$ cat src/rtl/usb_crc16_framer.sv
// USB packet framer: serialises payload bytes LSB first while driving an external
// serial CRC16 engine, then appends the inverted remainder MSB first.
module usb_crc16_framer #(
  parameter int unsigned MAX_LEN = 64
) (
  input  logic        clk,
  input  logic        reset,
  input  logic [7:0]  in_data,
  input  logic        in_valid,
  input  logic        in_last,
  output logic        in_ready,
  input  logic [15:0] crc16_o,
  output logic        crc16_di,
  output logic        crc16_en,
  output logic        crc16_rst_l,
  output logic        tx_bit,
  output logic        tx_valid,
  output logic        tx_eop,
  output logic        busy,
  output logic        err
);

  localparam int unsigned CNT_W = $clog2(MAX_LEN + 1);

  typedef enum logic [2:0] {S_IDLE, S_CLR, S_DATA, S_WAIT, S_CRC} state_e;

  state_e             state_q, state_d;
  logic [7:0]         sreg_q, sreg_d;
  logic               last_q, last_d;
  logic [CNT_W-1:0]   byte_cnt_q, byte_cnt_d;
  logic [2:0]         bit_cnt_q, bit_cnt_d;
  logic [15:0]        crc_q, crc_d;
  logic [3:0]         crc_cnt_q, crc_cnt_d;

  logic rdy, di, en, rstl, tbit, tval, eop, errp;
  logic at_max;

  assign at_max = (byte_cnt_q == CNT_W'(MAX_LEN));

  // State and datapath registers
  always_ff @(posedge clk) begin
    if (reset) begin
      state_q    <= S_IDLE;
      sreg_q     <= '0;
      last_q     <= 1'b0;
      byte_cnt_q <= '0;
      bit_cnt_q  <= '0;
      crc_q      <= '0;
      crc_cnt_q  <= '0;
    end else begin
      state_q    <= state_d;
      sreg_q     <= sreg_d;
      last_q     <= last_d;
      byte_cnt_q <= byte_cnt_d;
      bit_cnt_q  <= bit_cnt_d;
      crc_q      <= crc_d;
      crc_cnt_q  <= crc_cnt_d;
    end
  end

  // Next-state and output decode
  always_comb begin
    state_d    = state_q;
    sreg_d     = sreg_q;
    last_d     = last_q;
    byte_cnt_d = byte_cnt_q;
    bit_cnt_d  = bit_cnt_q;
    crc_d      = crc_q;
    crc_cnt_d  = crc_cnt_q;
    rdy        = 1'b0;
    di         = 1'b0;
    en         = 1'b0;
    rstl       = 1'b1;
    tbit       = 1'b0;
    tval       = 1'b0;
    eop        = 1'b0;
    errp       = 1'b0;

    case (state_q)
      S_IDLE: begin
        rdy = 1'b1;
        if (in_valid) begin
          sreg_d     = in_data;
          last_d     = in_last;
          byte_cnt_d = CNT_W'(1);
          bit_cnt_d  = 3'd0;
          state_d    = S_CLR;
        end
      end
      S_CLR: begin
        rstl    = 1'b0;
        state_d = S_DATA;
      end
      S_DATA: begin
        tval      = 1'b1;
        en        = 1'b1;
        tbit      = sreg_q[0];
        di        = sreg_q[0];
        sreg_d    = {1'b0, sreg_q[7:1]};
        bit_cnt_d = bit_cnt_q + 3'd1;
        if (bit_cnt_q == 3'd7) begin
          if (last_q || at_max) begin
            crc_cnt_d = 4'd0;
            state_d   = S_CRC;
          end else begin
            rdy = 1'b1;
            if (in_valid) begin
              sreg_d     = in_data;
              last_d     = in_last;
              byte_cnt_d = byte_cnt_q + CNT_W'(1);
            end else begin
              state_d = S_WAIT;
            end
          end
        end
      end
      S_WAIT: begin
        rdy = 1'b1;
        if (in_valid) begin
          sreg_d     = in_data;
          last_d     = in_last;
          byte_cnt_d = byte_cnt_q + CNT_W'(1);
          bit_cnt_d  = 3'd0;
          state_d    = S_DATA;
        end
      end
      S_CRC: begin
        tval      = 1'b1;
        crc_cnt_d = crc_cnt_q + 4'd1;
        // Remainder is captured once; the first bit bypasses the register
        if (crc_cnt_q == 4'd0) begin
          tbit  = ~crc16_o[15];
          crc_d = {~crc16_o[14:0], 1'b0};
          errp  = at_max && !last_q;
        end else begin
          tbit  = crc_q[15];
          crc_d = {crc_q[14:0], 1'b0};
        end
        if (crc_cnt_q == 4'd15) begin
          eop     = 1'b1;
          state_d = S_IDLE;
        end
      end
      default: state_d = S_IDLE;
    endcase
  end

  // Reset forces every output to its quiet value
  always_comb begin
    in_ready    = rdy  & ~reset;
    crc16_di    = di   & ~reset;
    crc16_en    = en   & ~reset;
    crc16_rst_l = rstl & ~reset;
    tx_bit      = tbit & ~reset;
    tx_valid    = tval & ~reset;
    tx_eop      = eop  & ~reset;
    err         = errp & ~reset;
    busy        = (state_q != S_IDLE) & ~reset;
  end

endmodule

$ cat config.mk
export PLATFORM = sky130hd
export DESIGN_NAME = usb_crc16_framer
export DESIGN_NICKNAME = d
export VERILOG_FILES = /design/src/rtl/usb_crc16_framer.sv
export SDC_FILE = /design/constraint.sdc
export NUM_CORES = 1
export LEC_CHECK = 0
export CAP_MARGIN = 20
export CORE_UTILIZATION = 54
export DETAILED_ROUTE_END_ITERATION = 8
export PLACE_DENSITY = 0.81
export SYNTH_ARGS = -nofsm -noshare
export SYNTH_HDL_FRONTEND = slang
export SYNTH_SLANG_ARGS = --single-unit
$ cat constraint.sdc
create_clock -name clk -period 5.7 [get_ports clk]
set_clock_uncertainty 0.1 [all_clocks]
set_input_delay 0.855 -clock clk [delete_from_list [all_inputs] [get_ports clk]]
set_output_delay 0.855 -clock clk [all_outputs]
set_load 0.02 [all_outputs]
# Yosys cells after proc, flatten, opt, wreduce, memory -nomap -nowiden
# Index checks and enable logic that the tools add are counted.
totals:
  mem_bits_ro: 0
  wordCells: 93
  memories: 0
  regBits: 42
  latchBits: 0
  in_bits: 28
  mem_bits_rw: 0
  out_inout_bits: 9
op_classes:
  mux: 40
  add_sub_neg: 3
  reduce_logical: 16
  multipliers: 0
  bitwise: 12
  n_div: 0
  shifts: 0
  magnitude_cmp: 0
  eq_ne: 15
op_table:
  columns: ["cell", "count"]
  rows:
  - ["8-bit two-way mux", 4]
  - ["7-bit two-way mux", 4]
  - ["3-bit two-way mux", 7]
  - ["7-bit one-hot mux with 3 select lines", 1]
  - ["16-bit two-way mux", 1]
  - ["8-bit one-hot mux with 2 select lines", 1]
  - ["15-bit NOT", 1]
  - ["3-bit one-hot mux with 5 select lines", 1]
  - ["1-bit two-way mux", 14]
  - ["2-bit != test, second input constant", 6]
  - ["1-bit AND", 9]
  - ["4-bit two-way mux", 2]
  - ["4-bit one-hot mux with 2 select lines", 1]
  - ["7-bit by 1-bit adder with 7-bit output, second input constant", 1]
  - ["7-bit equality test, second input constant", 1]
  - ["3-bit by 2-bit equality test with 1-bit output, second input constant", 2]
  - ["3-bit equality test, second input constant", 2]
  - ["1-bit one-hot mux with 2 select lines", 3]
  - ["3-bit one-hot mux with 2 select lines", 1]
  - ["3-bit AND reduction", 2]
  - ["3-bit nonzero test", 2]
  - ["5-bit AND reduction", 1]
  - ["4-bit by 1-bit adder with 4-bit output, second input constant", 1]
  - ["4-bit equality test, second input constant", 1]
  - ["other kinds (14)", 17]

# Longest topological paths before layout
logic_depth:
  ltp_word: 6
  ltp_mapped: 7
  ltp_nobuf: 6

# Worst setup path after synthesis
# OpenSTA, ideal clock, no wires.
synth_timing:
  path_kind: "input to output"
  startpoint: "input port reset"
  endpoint: "output port in_ready"
  stages: 3
  required_time_ps: 4745
  slack_ps: 2990
  t_arrival_ps: 1755
  path_cell_list: "clkbuf_1 > clkbuf_1 > nor3_1"
synth_between:
  elab_chain_cells: 2
synth_lines:
  columns: ["element", "line_no", "text"]
  rows:
  - ["start, declared", "7", "input logic reset,"]
  - ["1-bit NOT", "150", "in_ready = rdy & ~reset;"]
  - ["1-bit AND", "150", null]
  - ["end, declared", "11", "output logic in_ready,"]
# Every way passes these cells.

# Worst setup path after layout
layout_timing:
  startpoint: "register state_q[2]"
  endpoint: "output port err"
layout_between:
  elab_chain_cells: 3
layout_lines:
  columns: ["element", "line_no", "text"]
  rows:
  - ["start, declared", "27", "state_e state_q, state_d;"]
  - ["start signal, assigned", "51", "state_q <= state_d;"]
  - ["3-bit equality test", "79", "case (state_q)"]
  - ["1-bit two-way mux", "79", null]
  - ["1-bit AND", "157", "err = errp & ~reset;"]
  - ["end, declared", "20", "output logic err"]
# Every way passes these cells.

==> impl_metrics.tcl <==
set metrics [dict create \
    start_util 0.559 \
    grt_util_met1 0.351 \
    fin_crit_sh 0.712 \
    synth_edf_count 0 \
    num-fill-cells 363 \
    cts_tree "done" \
    worstMarginPinSlew_ns 0.881 \
    post_cts_buffers 0 \
    syn2layout_area_growth_pct 20.0 \
    fin_crit_ns 4.06 \
    setup_violations 0 \
    cts_buffers 5 \
    power_density_nw_per_um2 310 \
    tns_ns 0 \
    route.detailed.drc 0 \
    rsz0062_at_grt "false" \
    cp_top_family "simple AND/OR/NAND/NOR gates" \
    pwr-share-comb 0.330 \
    firstDrtPassIters 4 \
    die_h_um 66.4 \
    routed_wl_um 5020 \
    leakage_nw 0.958 \
    overflow 0 \
    grt_pass1_vias 1844 \
    path_clk_slew_ns 0.08 \
    p_clk_frac 0.242 \
    drv_slew 0 \
    critPathCaptureType "output port" \
    yosysWarnings 0 \
    r2r_setup_slack_ns 3.34 \
    cpPeakStageDelay_ns 0.91 \
    grt_antenna_before_repair 0 \
    ys_ff_latch 41 \
    hold_viol_final 0 \
    yosysTopAreaCellShare 0.367 \
    grt.busiest_layer "met2" \
    drt_iter0_drc 129 \
    swShare 0.352 \
    io_buffers 36 \
    grt_pass1_wl_um 8490 \
    ys_seq_area_frac 0.367 \
    seq_power_share 0.427 \
    final_util 0.671 \
    clockBufferDepth 2 \
    crit_path_start_kind "register" \
    postCtsHoldBufs 0 \
    synth_area_um2 2240 \
    vias 2073 \
    ctsHtreeMaxLevel 2 \
    gp_congestion 0.831 \
    met2_usage 0.372 \
    cp.buffers_inverters 2 \
    rows 23 \
    core_um2 4000 \
    relSlewSlack 0.412 \
    ys.flop_type "dfxtp_1" \
    die_w_um 66.4 \
    num_antenna_cells 0 \
    worstPathRequired_ns 4.74 \
    die-area_um2 4400 \
    synth_cell_type_count 44 \
    clock.fmax_mhz 246 \
    status "finished, final reports clean" \
    layout.nets 336 \
    crit_type "register to output port" \
    layout-drive-gt1-share 0.0627 \
    syn_inst 279 \
    wire_per_inst_um 14.2 \
    cap_violations 0 \
    cts.sinks 41 \
    io_pins 37 \
    async_reset_ff_frac 0 \
    hpwl_um 3400 \
    arrival_ns 3.10 \
    syn-num-nets 313 \
    grtUsageTotal 0.248 \
    antenna_left 0 \
    avgSynthCellArea_um2 8.02 \
    crit_chain "inv_2 -> or3_1 -> nor2_1 -> and4b_1 -> clkdlybuf4s50_1" \
    hold_path_class "register to register" \
    root_buffer "clkbuf_8" \
    critPathMaxFanout 27 \
    cts-resized-gates 0 \
    yosysTopAreaCell "dfxtp_1" \
    grt_max_degree 28 \
    power.switching_mw 0.293 \
    clock_latency_ns 0.29 \
    peakVddDrop_uv 196 \
    p_int_mw 0.539 \
    crit_slowest_cell "dfxtp_1" \
    via_per_inst 5.87 \
    gr-usage-met3 0.0414 \
    synthTopCellsByArea "dfxtp_1 (37%), nand2_1 (7.9%), o211ai_1 (7.7%)" \
]
-- cell usage after synthesis, types with 2 or more instances --
library cell,number
o21ai_0,4
a211oi_1,4
nand2b_1,6
nor4_1,8
nor3_1,7
ha_1,6
xor2_1,2
a2111oi_1,12
nor2_1,12
mux2i_1,5
nand4_1,3
o2111ai_1,2
and3b_1,2
buf_2,5
nand2_1,47
inv_1,14
and3_1,2
and2_1,2
clkbuf_1,15
o211ai_1,23
a2111oi_0,3
a21oi_1,27
dfxtp_1,41
nand3_1,5
nor3b_1,3
-- cell type report --
| class | instances | area [um2] | share of cell area |
|---|---|---|---|
| flip-flops and latches | 41 | 821 | 0.306 |
| clock buffers | 6 | 82.6 | 0.0308 |
| clock inverters | 2 | 13.8 | 0.00513 |
| multi-input cells | 200 | 1270 | 0.472 |
| well taps | 50 | 62.6 | 0.0233 |
| inverters | 15 | 56.3 | 0.0210 |
| repair buffers | 39 | 383 | 0.143 |
-- through the flow --
step | power, mW | setup WS [ns] | std cells | cell area [um2] | hold slack [ns]
after global placement | 0.630 | 1.89 | 345 | 2590 | 0.339
after detailed placement | 0.632 | 1.86 | 345 | 2590 | 0.346
final | 0.833 | 1.64 | 353 | 2690 | 0.353
after global routing | 0.883 | 1.50 | 353 | 2690 | 0.374
after floorplan | 0.553 | 2.99 | 279 | 2240 | 0.332
after CTS | 0.832 | 1.68 | 353 | 2690 | 0.358
-- power by group through the flow --
stage	sequential, mW	clock [mW]	combinational, mW
2_1_floorplan	0.342	0	0.212
3_3_place_gp	0.361	0	0.269
3_5_place_dp	0.362	0	0.271
4_1_cts	0.355	0.205	0.272
5_1_grt	0.361	0.221	0.300
6_report	0.356	0.202	0.275
-- tightest hold or removal path, cell delays in order, from the launching register on --
cell and delay [ns]:
dfxtp_1 0.31, nand2_1 0.05, a21oi_1 0.05
-- registers in the layout (all words and copies together) (netlist names) --
register and count:
sreg_q 8, bit_cnt_q 3, state_q 3, byte_cnt_q 7, crc_cnt_q 4, crc_q 15, last_q 1
-- placed cells by master (no fill, tap or decap), drive strengths merged, types with 4 or more instances in the layout --
cell type / netlist / routed
a2111oi: 15 / 15
a211oi: 4 / 4
a21oi: 27 / 27
clkbuf: 15 / 6
clkdlybuf4s50: 0 / 36
dfxtp: 41 / 41
ha: 6 / 6
inv: 15 / 15
mux2i: 5 / 5
nand2: 47 / 47
nand2b: 6 / 6
nand3: 5 / 5
nor2: 12 / 12
nor3: 7 / 7
nor4: 8 / 8
o211ai: 23 / 23
o21ai: 5 / 5
-- path summary, 6_finish.rpt --
path / from / end / depth (start not counted)
max reg2reg: state_q[2] / crc_q[1] / 4
max: state_q[2] / err / 5
min: crc_q[5] / crc_q[5] / 2
min reg2reg: crc_q[5] / crc_q[5] / 2
-- per-layer routing --
layer / vias to the layer above / wire [um]
li1: 1074 / -
met1: 956 / 2570
met2: 31 / 2210
met3: 12 / 138
met4: 0 / 104
met5: - / 0
-- cells by family after synthesis --
family | synth area share
AND/OR/NAND/NOR | 0.224
AO/OA/AOI/OAI | 0.274
flip-flops | 0.367
buffers and inverters | 0.0716
adder cells (fa/ha/maj) | 0.0336
multiplexers | 0.0224
XOR/XNOR | 0.00783
Power figures use the tool's default switching activity.
